--- config.mk ---
export PLATFORM = sky130hd
export DESIGN_NAME = ram_owner_arbiter
export DESIGN_NICKNAME = d
export VERILOG_FILES = /design/src/rtl/ram_owner_arbiter_pkg.sv /design/src/rtl/ram_owner_arbiter_timer.sv /design/src/rtl/ram_owner_arbiter.sv
export SDC_FILE = /design/constraint.sdc
export NUM_CORES = 1
export LEC_CHECK = 0
export BUFFER_PORTS_ARGS = -buffer_cell sky130_fd_sc_hd__buf_2
export CORE_ASPECT_RATIO = 1.1
export CORE_UTILIZATION = 39
export CTS_CLUSTER_DIAMETER = 150
export DETAILED_ROUTE_END_ITERATION = 12
export GPL_TIMING_DRIVEN = 0
export PLACE_DENSITY = 0.78
export SYNTH_ARGS = -nofsm -noshare
export SYNTH_HDL_FRONTEND = slang
export SYNTH_SLANG_ARGS = --single-unit
--- constraint.sdc ---
create_clock -name clk_ram -period 2.45 [get_ports clk_ram]
set_input_delay 0.49 -clock clk_ram [delete_from_list [all_inputs] [get_ports clk_ram]]
set_output_delay 0.49 -clock clk_ram [all_outputs]
set_load 0.02 [all_outputs]
--- src/rtl/ram_owner_arbiter_pkg.sv ---
// Shared definitions for the RAM owner arbiter: FSM state encoding, owner codes
// and the state-to-owner decode used by both the FSM and the RAM mux.
package ram_owner_arbiter_pkg;

    typedef enum logic [2:0] {
        ST_BOOT   = 3'd0,
        ST_RUN    = 3'd1,
        ST_DRAIN  = 3'd2,
        ST_PROG   = 3'd3,
        ST_SCREEN = 3'd4
    } arb_state_t;

    localparam logic [1:0] OWNER_NONE   = 2'd0;
    localparam logic [1:0] OWNER_CPU    = 2'd1;
    localparam logic [1:0] OWNER_PROG   = 2'd2;
    localparam logic [1:0] OWNER_SCREEN = 2'd3;

    // DRAIN still belongs to the CPU so its in-flight address stays stable on the RAM.
    function automatic logic [1:0] owner_of(input arb_state_t st);
        logic [1:0] o;
        case (st)
            ST_RUN,
            ST_DRAIN:  o = OWNER_CPU;
            ST_PROG:   o = OWNER_PROG;
            ST_SCREEN: o = OWNER_SCREEN;
            default:   o = OWNER_NONE;
        endcase
        return o;
    endfunction

endpackage

--- src/rtl/ram_owner_arbiter_timer.sv ---
// Loadable saturating counter (up or down) with a terminal-value flag.
// Load has priority over counting; the count never wraps.
module ram_owner_arbiter_timer #(
    parameter int W        = 8,
    parameter bit COUNT_UP = 1'b1
) (
    input  logic         i_clk,
    input  logic         i_rst_n,
    input  logic         i_load,
    input  logic [W-1:0] i_load_val,
    input  logic         i_en,
    input  logic [W-1:0] i_term,
    output logic         o_term
);

    localparam logic [W-1:0] ONE  = {{(W-1){1'b0}}, 1'b1};
    localparam logic [W-1:0] FULL = {W{1'b1}};

    logic [W-1:0] r_count;
    logic [W-1:0] w_count_next;

    always_comb begin
        w_count_next = r_count;
        if (i_load) begin
            w_count_next = i_load_val;
        end else if (i_en) begin
            if (COUNT_UP) begin
                if (r_count != FULL) w_count_next = r_count + ONE;
            end else begin
                if (r_count != '0) w_count_next = r_count - ONE;
            end
        end
    end

    always_ff @(posedge i_clk or negedge i_rst_n) begin
        if (!i_rst_n) begin
            r_count <= '0;
        end else begin
            r_count <= w_count_next;
        end
    end

    assign o_term = (r_count == i_term);

endmodule

--- src/rtl/ram_owner_arbiter.sv ---
// Single-port RAM owner: arbitrates programmer, screen scanner and 6502 CPU,
// halting the CPU via RDY before handing the RAM away and pulsing CPU reset at boot.
module ram_owner_arbiter
    import ram_owner_arbiter_pkg::*;
#(
    parameter int ADDR_W       = 16,
    parameter int DATA_W       = 8,
    parameter int RESET_CYCLES = 8,
    parameter int SCR_MAX_HOLD = 64,
    parameter int CPU_MIN_RUN  = 4
) (
    input  logic              clk_ram,
    input  logic              reset_n,
    input  logic              prog_req,
    input  logic              prog_done,
    input  logic [ADDR_W-1:0] prog_addr,
    input  logic [DATA_W-1:0] prog_wdata,
    input  logic              prog_we,
    input  logic              scr_req,
    input  logic [ADDR_W-1:0] scr_addr,
    output logic              scr_gnt,
    input  logic [ADDR_W-1:0] cpu_addr,
    input  logic [DATA_W-1:0] cpu_wdata,
    input  logic              cpu_we,
    output logic              cpu_rdy,
    output logic              cpu_rst,
    output logic [ADDR_W-1:0] ram_addr,
    output logic [DATA_W-1:0] ram_wdata,
    output logic              ram_we,
    output logic [1:0]        owner
);

    localparam int CNT_MAX_A = (RESET_CYCLES > SCR_MAX_HOLD) ? RESET_CYCLES : SCR_MAX_HOLD;
    localparam int CNT_MAX   = (CNT_MAX_A > CPU_MIN_RUN) ? CNT_MAX_A : CPU_MIN_RUN;
    localparam int CNT_W     = $clog2(CNT_MAX + 1);

    localparam logic [CNT_W-1:0] BOOT_LAST = CNT_W'(RESET_CYCLES - 1);
    localparam logic [CNT_W-1:0] HOLD_LAST = CNT_W'(SCR_MAX_HOLD - 1);
    localparam logic [CNT_W-1:0] COOL_LOAD = CNT_W'(CPU_MIN_RUN);

    arb_state_t r_state;
    arb_state_t w_state_next;

    logic             w_phase_done;
    logic             w_phase_load;
    logic             w_phase_en;
    logic [CNT_W-1:0] w_phase_term_val;
    logic             w_cool_zero;
    logic             w_cool_load;
    logic             w_cool_en;

    // One up-counter serves both BOOT length and SCREEN hold; it restarts on every state change.
    assign w_phase_load     = (w_state_next != r_state);
    assign w_phase_en       = (r_state == ST_BOOT) || (r_state == ST_SCREEN);
    assign w_phase_term_val = (r_state == ST_BOOT) ? BOOT_LAST : HOLD_LAST;

    ram_owner_arbiter_timer #(
        .W        (CNT_W),
        .COUNT_UP (1'b1)
    ) u_phase_timer (
        .i_clk      (clk_ram),
        .i_rst_n    (reset_n),
        .i_load     (w_phase_load),
        .i_load_val ('0),
        .i_en       (w_phase_en),
        .i_term     (w_phase_term_val),
        .o_term     (w_phase_done)
    );

    // Cooldown guarantees the CPU some RUN cycles after the screen used up its hold budget.
    assign w_cool_load = (r_state == ST_SCREEN) && (w_state_next == ST_RUN);
    assign w_cool_en   = (r_state == ST_RUN);

    ram_owner_arbiter_timer #(
        .W        (CNT_W),
        .COUNT_UP (1'b0)
    ) u_cool_timer (
        .i_clk      (clk_ram),
        .i_rst_n    (reset_n),
        .i_load     (w_cool_load),
        .i_load_val (COOL_LOAD),
        .i_en       (w_cool_en),
        .i_term     ('0),
        .o_term     (w_cool_zero)
    );

    always_ff @(posedge clk_ram or negedge reset_n) begin
        if (!reset_n) begin
            r_state <= ST_BOOT;
        end else begin
            r_state <= w_state_next;
        end
    end

    always_comb begin
        w_state_next = r_state;
        case (r_state)
            ST_BOOT: begin
                if (prog_req)          w_state_next = ST_PROG;
                else if (w_phase_done) w_state_next = ST_RUN;
            end
            ST_RUN: begin
                if (prog_req || (scr_req && w_cool_zero)) w_state_next = ST_DRAIN;
            end
            ST_DRAIN: begin
                if (prog_req)     w_state_next = ST_PROG;
                else if (scr_req) w_state_next = ST_SCREEN;
                else              w_state_next = ST_RUN;
            end
            ST_PROG: begin
                if (prog_done)     w_state_next = ST_BOOT;
                else if (!prog_req) w_state_next = ST_RUN;
            end
            ST_SCREEN: begin
                if (prog_req)                       w_state_next = ST_PROG;
                else if (!scr_req || w_phase_done)  w_state_next = ST_RUN;
            end
            default: w_state_next = ST_BOOT;
        endcase
    end

    always_comb begin
        owner     = owner_of(r_state);
        cpu_rdy   = (r_state == ST_RUN);
        cpu_rst   = (r_state == ST_BOOT);
        scr_gnt   = (r_state == ST_SCREEN);
        ram_addr  = '0;
        ram_wdata = '0;
        ram_we    = 1'b0;
        case (owner)
            OWNER_CPU: begin
                ram_addr  = cpu_addr;
                ram_wdata = cpu_wdata;
                ram_we    = (r_state == ST_RUN) && cpu_we;
            end
            OWNER_PROG: begin
                ram_addr  = prog_addr;
                ram_wdata = prog_wdata;
                ram_we    = prog_we;
            end
            OWNER_SCREEN: begin
                ram_addr  = scr_addr;
            end
            default: begin
                ram_addr  = '0;
            end
        endcase
    end

endmodule

; ---- Yosys cells after proc, flatten, opt, wreduce, memory -nomap -nowiden
; Cells that the tools add are included.
[word_totals]
reg_bits = 17
latchBits = 0
mem_bits_rw = 0
mem_bits_ro = 0
out_inout_bits = 30
memories = 0
[op_classes]
add_sub_neg = 2
n_mul = 0
div = 0
magnitude_cmp = 0
n_eq_ne = 11
shifts = 0
n_mux = 21
n_bitwise = 0
n_reduce_logical = 17
[op_table]
columns = op, n
row1 = $pmux 16 s3, 1
row2 = $mux 7, 6
row3 = $mux 3, 9
row4 = $pmux 8 s2, 1
row5 = $pmux 3 s5, 1
row6 = $reduce_bool 2->1, 4
row7 = $add 7x1->7 const B, 1
row8 = $eq 7x6->1, 1
row9 = $logic_not 7->1, 1
row10 = $ne 7x7->1 const B, 1
row11 = $reduce_bool 7->1, 1
row12 = $sub 7x1->7 const B, 1
row13 = $eq 3x1->1 const B, 2
row14 = $eq 3x2->1 const B, 2
row15 = $mux 6, 1
row16 = $pmux 2 s3, 1
row17 = $eq 2x2->1 const B, 2
row18 = $reduce_and 2->1, 2
row19 = $eq 3x3->1 const B, 1
row20 = $logic_and 1x1->1, 3
row21 = $logic_not 3->1, 1
row22 = $logic_or 1x1->1, 3
row23 = $ne 3x3->1, 1
row24 = $eq 2x1->1 const B, 1
row25 = 3 further kinds, 3

; ---- Depth between registers and ports, before layout
[logic_depth]
ltp_word = 11
mapped_depth = 11
ltp_nobuf = 8

; ---- Modules after synthesis
; A second synthesis with hierarchy kept.
[hier_totals]
hier_cells = 229
hier_area_um2 = 1826.8
[modules_own_cells]
columns = module, n_inst, cells_each, area_per_inst_um2
row1 = ram_owner_arbiter, 1, 112, 783.3
row2 = ram_owner_arbiter_timer (u_cool_timer), 1, 67, 573.0
row3 = ram_owner_arbiter_timer (u_phase_timer), 1, 50, 470.5

; ---- Worst setup path after synthesis
; No wires, ideal clock.
[synth_timing]
path_type = reg2out
from = reg r_state[1]
to = out ram_addr[11]
t_arrival_ps = 2367
t_required_ps = 1960
setup_slack_ps = -407
stages_incl_launch_ff = 12
cell_sequence = dfrtp_1 > buf_4 > nor2_1 > nand2_1 > inv_1 > nor2_1 > inv_1 > ha_1 > clkbuf_1 > clkbuf_1 > a222oi_1 > nor2_1
[synth_via]
word_cells_on_any_way = 10
classes_between = 7 x eq/ne / 2 x mux / 1 x reduce/logical
[synth_lines]
columns = element, line
row1 = "start, declared", ram_owner_arbiter.sv:41  ; arb_state_t r_state;
row2 = "start signal, assigned", ram_owner_arbiter.sv:91  ; r_state <= w_state_next;
row3 = $eq 3x3->1 (*), -
row4 = net scr_gnt, ram_owner_arbiter.sv:21  ; output logic scr_gnt,
row5 = $pmux 2 s3 (*), ram_owner_arbiter_pkg.sv:21  ; case (st)
row6 = net owner[0], ram_owner_arbiter.sv:30  ; output logic [1:0] owner
row7 = $eq 2x2->1 or $eq 2x1->1 (tied branches), ram_owner_arbiter.sv:130  ; case (owner)
row8 = $pmux 16 s3 (*), ram_owner_arbiter.sv:130
row9 = "end, declared", ram_owner_arbiter.sv:27  ; output logic [ADDR_W-1:0] ram_addr,
; Mark *: on every way through the listed nets, which the timed path passes. The rest lies on a longest branch.

; ---- Worst setup path in the final report
[layout_timing]
from = reg r_state[0]
to = out ram_addr[10]
[layout_via]
elab_chain_len = 5
word_cells_on_any_way = 10
classes_between = 7 x eq/ne / 2 x mux / 1 x reduce/logical
[layout_lines]
columns = element, line
row1 = $eq 3x1->1 or $eq 3x2->1 (tied branches), ram_owner_arbiter_pkg.sv:21
row2 = $reduce_or 2->1, ram_owner_arbiter_pkg.sv:21
row3 = $pmux 2 s3 (*), ram_owner_arbiter_pkg.sv:21
row4 = $eq 2x2->1 or $eq 2x1->1 (tied branches), ram_owner_arbiter.sv:130
row5 = $pmux 16 s3 (*), ram_owner_arbiter.sv:130
; Mark *: on every way between the ends. The rest lies on a longest branch, timed or not.

==> metrics.log <==
INFO  metric setup_viol = 25
INFO  metric n_antenna_cell = 0
INFO  metric grt_pass1_vias = between 1.5k and 2k
INFO  metric power_density = between 1000 and 1500 mW/mm^2
INFO  metric die_span_x = a little over 60 um
INFO  metric tritoncts = yes
INFO  metric ios = slightly above 100
INFO  metric final_net_count = approximately 380
INFO  metric synth_cell_types = 41
INFO  metric cts_root_buf = clkbuf_8
INFO  metric critPathArrivalTime = 2.24 ns
INFO  metric failed_checks = setup timing
INFO  metric detail-route-antenna-nets = 0
INFO  metric post_synth.cell_area_avg = roughly 8.6 sq um
INFO  metric timing.slew.headroom = roughly 64%
INFO  metric die_height = around 68 um
INFO  metric grt_overflow_total = 0
INFO  metric worst_skew_pair.late_latency = approximately 0.26 ns
INFO  metric total_of_buffers_placed_on_input_and_output_ports = 100
INFO  metric worst-path-max-fanout = 8
INFO  metric min_period_over_period = 111.3%
INFO  metric worst_ir_drop_vdd = 1.471 mV
INFO  metric biggest_area_contributors_in_the_synthesized_netlist = dfrtp_1 (27%), a222oi_1 (10%), nor2_1 (7.7%)
INFO  metric fp-row-count = 23
INFO  metric postSynthCellCount = roughly 180
INFO  metric clock_sinks = 17
INFO  metric timing.critical_path.slowest_cell_delay = 0.40 ns
INFO  metric layout.cells.most_common = buf_2
INFO  metric syn_nets = 260
INFO  metric cap_viol_max_count = 0
INFO  metric cells_traversed_along_the_worst_timing_path = buf_6 -> nor2_4 -> nand2_2 -> inv_2 -> nor2_4 -> buf_6 -> ha_4 -> clkbuf_16 -> a222oi_1 -> nor2_2 -> buf_6
INFO  metric post_synth_top_area_cell = dfrtp_1
INFO  metric synth_enable_flop_cells = 0
INFO  metric yosys_register_bits = 17
INFO  metric synth.top_cell.area_share = a little over a quarter
INFO  metric drt-initial-drc-count = roughly 150
INFO  metric grt_start_max_net_pins = 18
INFO  metric synthToLayoutAreaGrowth = 71.98%
INFO  metric vias_per_cell = approximately 5.8
INFO  metric drt_wl_total = just over 6000 um
INFO  metric timing.fmax = between 0.3 and 0.4 GHz
INFO  metric maxSlewViolCount = 0
INFO  metric status = finished, violations left
INFO  metric drcViolationCount = 0
INFO  metric final.setup_skew = around 0.0036 ns
INFO  metric weighted_congestion_at_the_end_of_routability_driven_global_placement = approximately 0.87
INFO  metric cts_buffer_depth = 2
INFO  metric ctsHtreeMaxLevel = 1
INFO  metric cts-buffers-inserted = 3
INFO  metric critical_path_data_required_time = 1.96 ns
INFO  metric die_area = roughly 0.0043 sq mm
INFO  metric synthArstFlopShare = 100.0%
INFO  metric place_hpwl = ~3700 um
INFO  metric fillCellCount = 271
INFO  metric cts.reportedPaths.clkPinSlew = 0.07 ns
INFO  metric timing.final.ws_setup = -0.2762 ns
INFO  metric report.power.total = about 3.5 mW
INFO  metric commonest_cells_after_routing_fill_and_taps_aside = buf_2 (84), buf_4 (19), buf_6 (18)
INFO  metric via_count = between 2k and 2.5k
INFO  metric min_period = 2.726 ns
INFO  metric worstMarginPinSlew = 0.5383 ns
INFO  metric static-leakage-power = 1.226 nW
INFO  metric core_region_area = 0.003741 sq mm
INFO  metric most_frequent_cp_cell = buf_6
INFO  metric antenna_violations_before_repair = 0
INFO  metric global_route.usage.total = between 20% and 30%
INFO  metric critPathCaptureType = output pin
INFO  metric slowest_stage = a222oi_1
INFO  metric worst-r2r-setup-slack = around 0.32 ns
INFO  metric synth.yosys.seq_area_share = 27.22%
INFO  metric ys_dominant_reg_cell = dfrtp_1
INFO  metric report.final.hold_viol_count = 0
INFO  metric detail_route.first_pass.iterations = 7
INFO  metric worst_setup_path_start_kind = register
INFO  metric rsz0062_at_grt = yes
INFO  metric fin_setup_tns = -5.205 ns
INFO  metric post_route_cells_drive_above_1_share = between 60 and 70%
INFO  metric crit_path_category = reg -> out
INFO  metric floorplan.initialDensity = 41.77%
INFO  metric cts_hold_buf = 0
INFO  metric yosys_warnings = 0
INFO  metric first_pass_grt_wire_length = 7872 um
INFO  metric detail_route.wl_per_cell = approximately 18 um
INFO  metric hold_class = in -> async
INFO  metric synth_area = roughly 0.0016 sq mm
power by group:
part	leakage (nW)	switching [mW]	total [mW]	internal, mW
Sequential	0.216	0.0828	0.447	0.364
Clock	0.0217	0.110	0.225	0.115
Combinational	0.988	1.53	2.84	1.30
cell families after synthesis:
kind of cell / after synthesis / share of synthesized area, %
adder cells (fa/ha/maj): 7 / 5.604
buffers and inverters: 22 / 6.085
XOR/XNOR: 12 / 6.725
multiplexers: 1 / 0.6405
flip-flops: 17 / 27.22
AO/OA/AOI/OAI: 45 / 27.54
AND/OR/NAND/NOR: 78 / 26.18
stage by stage:
stage	setup slack (ns)	area (sq um)	util [%]	std cells	hold WS, ns
6_report	-0.2762	2688	71.84	352	0.1449
5_1_grt	-0.3437	2688	71.84	352	0.1733
4_1_cts	-0.2048	2526	67.53	345	0.1591
3_5_place_dp	-0.2341	2201	58.83	332	0.4434
3_3_place_gp	-0.1871	2201	58.83	332	0.4360
2_1_floorplan	0.02049	1638	-	182	0.1944
cell usage after synthesis (2+ instances only):
| master | count |
|---|---|
| nor2_1 | 32 |
| dfrtp_1 | 17 |
| a222oi_1 | 16 |
| nor2b_1 | 11 |
| inv_1 | 10 |
| nor3_1 | 9 |
| a22oi_1 | 8 |
| clkbuf_1 | 8 |
| xor2_1 | 8 |
| ha_1 | 7 |
| nand3_1 | 7 |
| a21oi_1 | 5 |
| nand2_1 | 5 |
| o21ai_0 | 5 |
| xnor2_1 | 4 |
| nand2b_1 | 3 |
| and2_1 | 2 |
| nand3b_1 | 2 |
state kept, by name, indices dropped and copies added (netlist names):
| register | count |
|---|---|
| u_phase_timer.r_count | 7 |
| u_cool_timer.r_count | 7 |
| r_state | 3 |
layout make-up:
| type | count | area [sq um] | share of cell area, % |
|---|---|---|---|
| buffer | 9 | 125.1 | 4.655 |
| clock buffer | 3 | 41.29 | 1.536 |
| clock inverter | 1 | 7.507 | 0.2793 |
| inverter | 10 | 40.04 | 1.490 |
| multi-input combinational | 143 | 1229 | 45.72 |
| sequential | 17 | 425.4 | 15.83 |
| tap | 50 | 62.56 | 2.328 |
| timing repair buffer | 119 | 757.0 | 28.17 |
final timing paths:
check	depth (start not counted)	to	start
max	11	ram_addr[10]	r_state[0]
min	1	u_phase_timer.r_count[1]	reset_n
max reg2reg	6	u_phase_timer.r_count[5]	u_phase_timer.r_count[0]
min reg2reg	2	u_cool_timer.r_count[0]	u_cool_timer.r_count[0]
max in group asynchronous	1	u_cool_timer.r_count[6]	reset_n
min in group clk_ram	2	u_cool_timer.r_count[0]	u_cool_timer.r_count[0]
critical path: cells and delay by family, from the launching register on:
| kind | cells | cell delay (ns) |
|---|---|---|
| AOI/OAI and AO/OA | 1 | 0.40 |
| adders and majority gates | 1 | 0.18 |
| buffers and inverters | 5 | 0.65 |
| DFF | 1 | 0.39 |
| and+or+nand+nor | 4 | 0.34 |
per-layer routing:
metal  global-route usage [%]  vias up  part of all wire [%]
li1                         -      920                     -
met1                    28.06      976                    37
met2                    43.27      115                    55
met3                    3.333       19                   6.2
met4                    5.814        0                   2.0
met5                        0        -                     0
repair_timing:
| action | 4_1_cts | 5_1_grt |
|---|---|---|
| resized for setup | 44 | 24 |
| pin swaps | 9 | 13 |
| gates cloned | 0 | 1 |
| setup buffers | 12 | 6 |
| endpoints found under the setup margin | 25 | 25 |
Note: power is estimated with default switching activity, not from simulation.
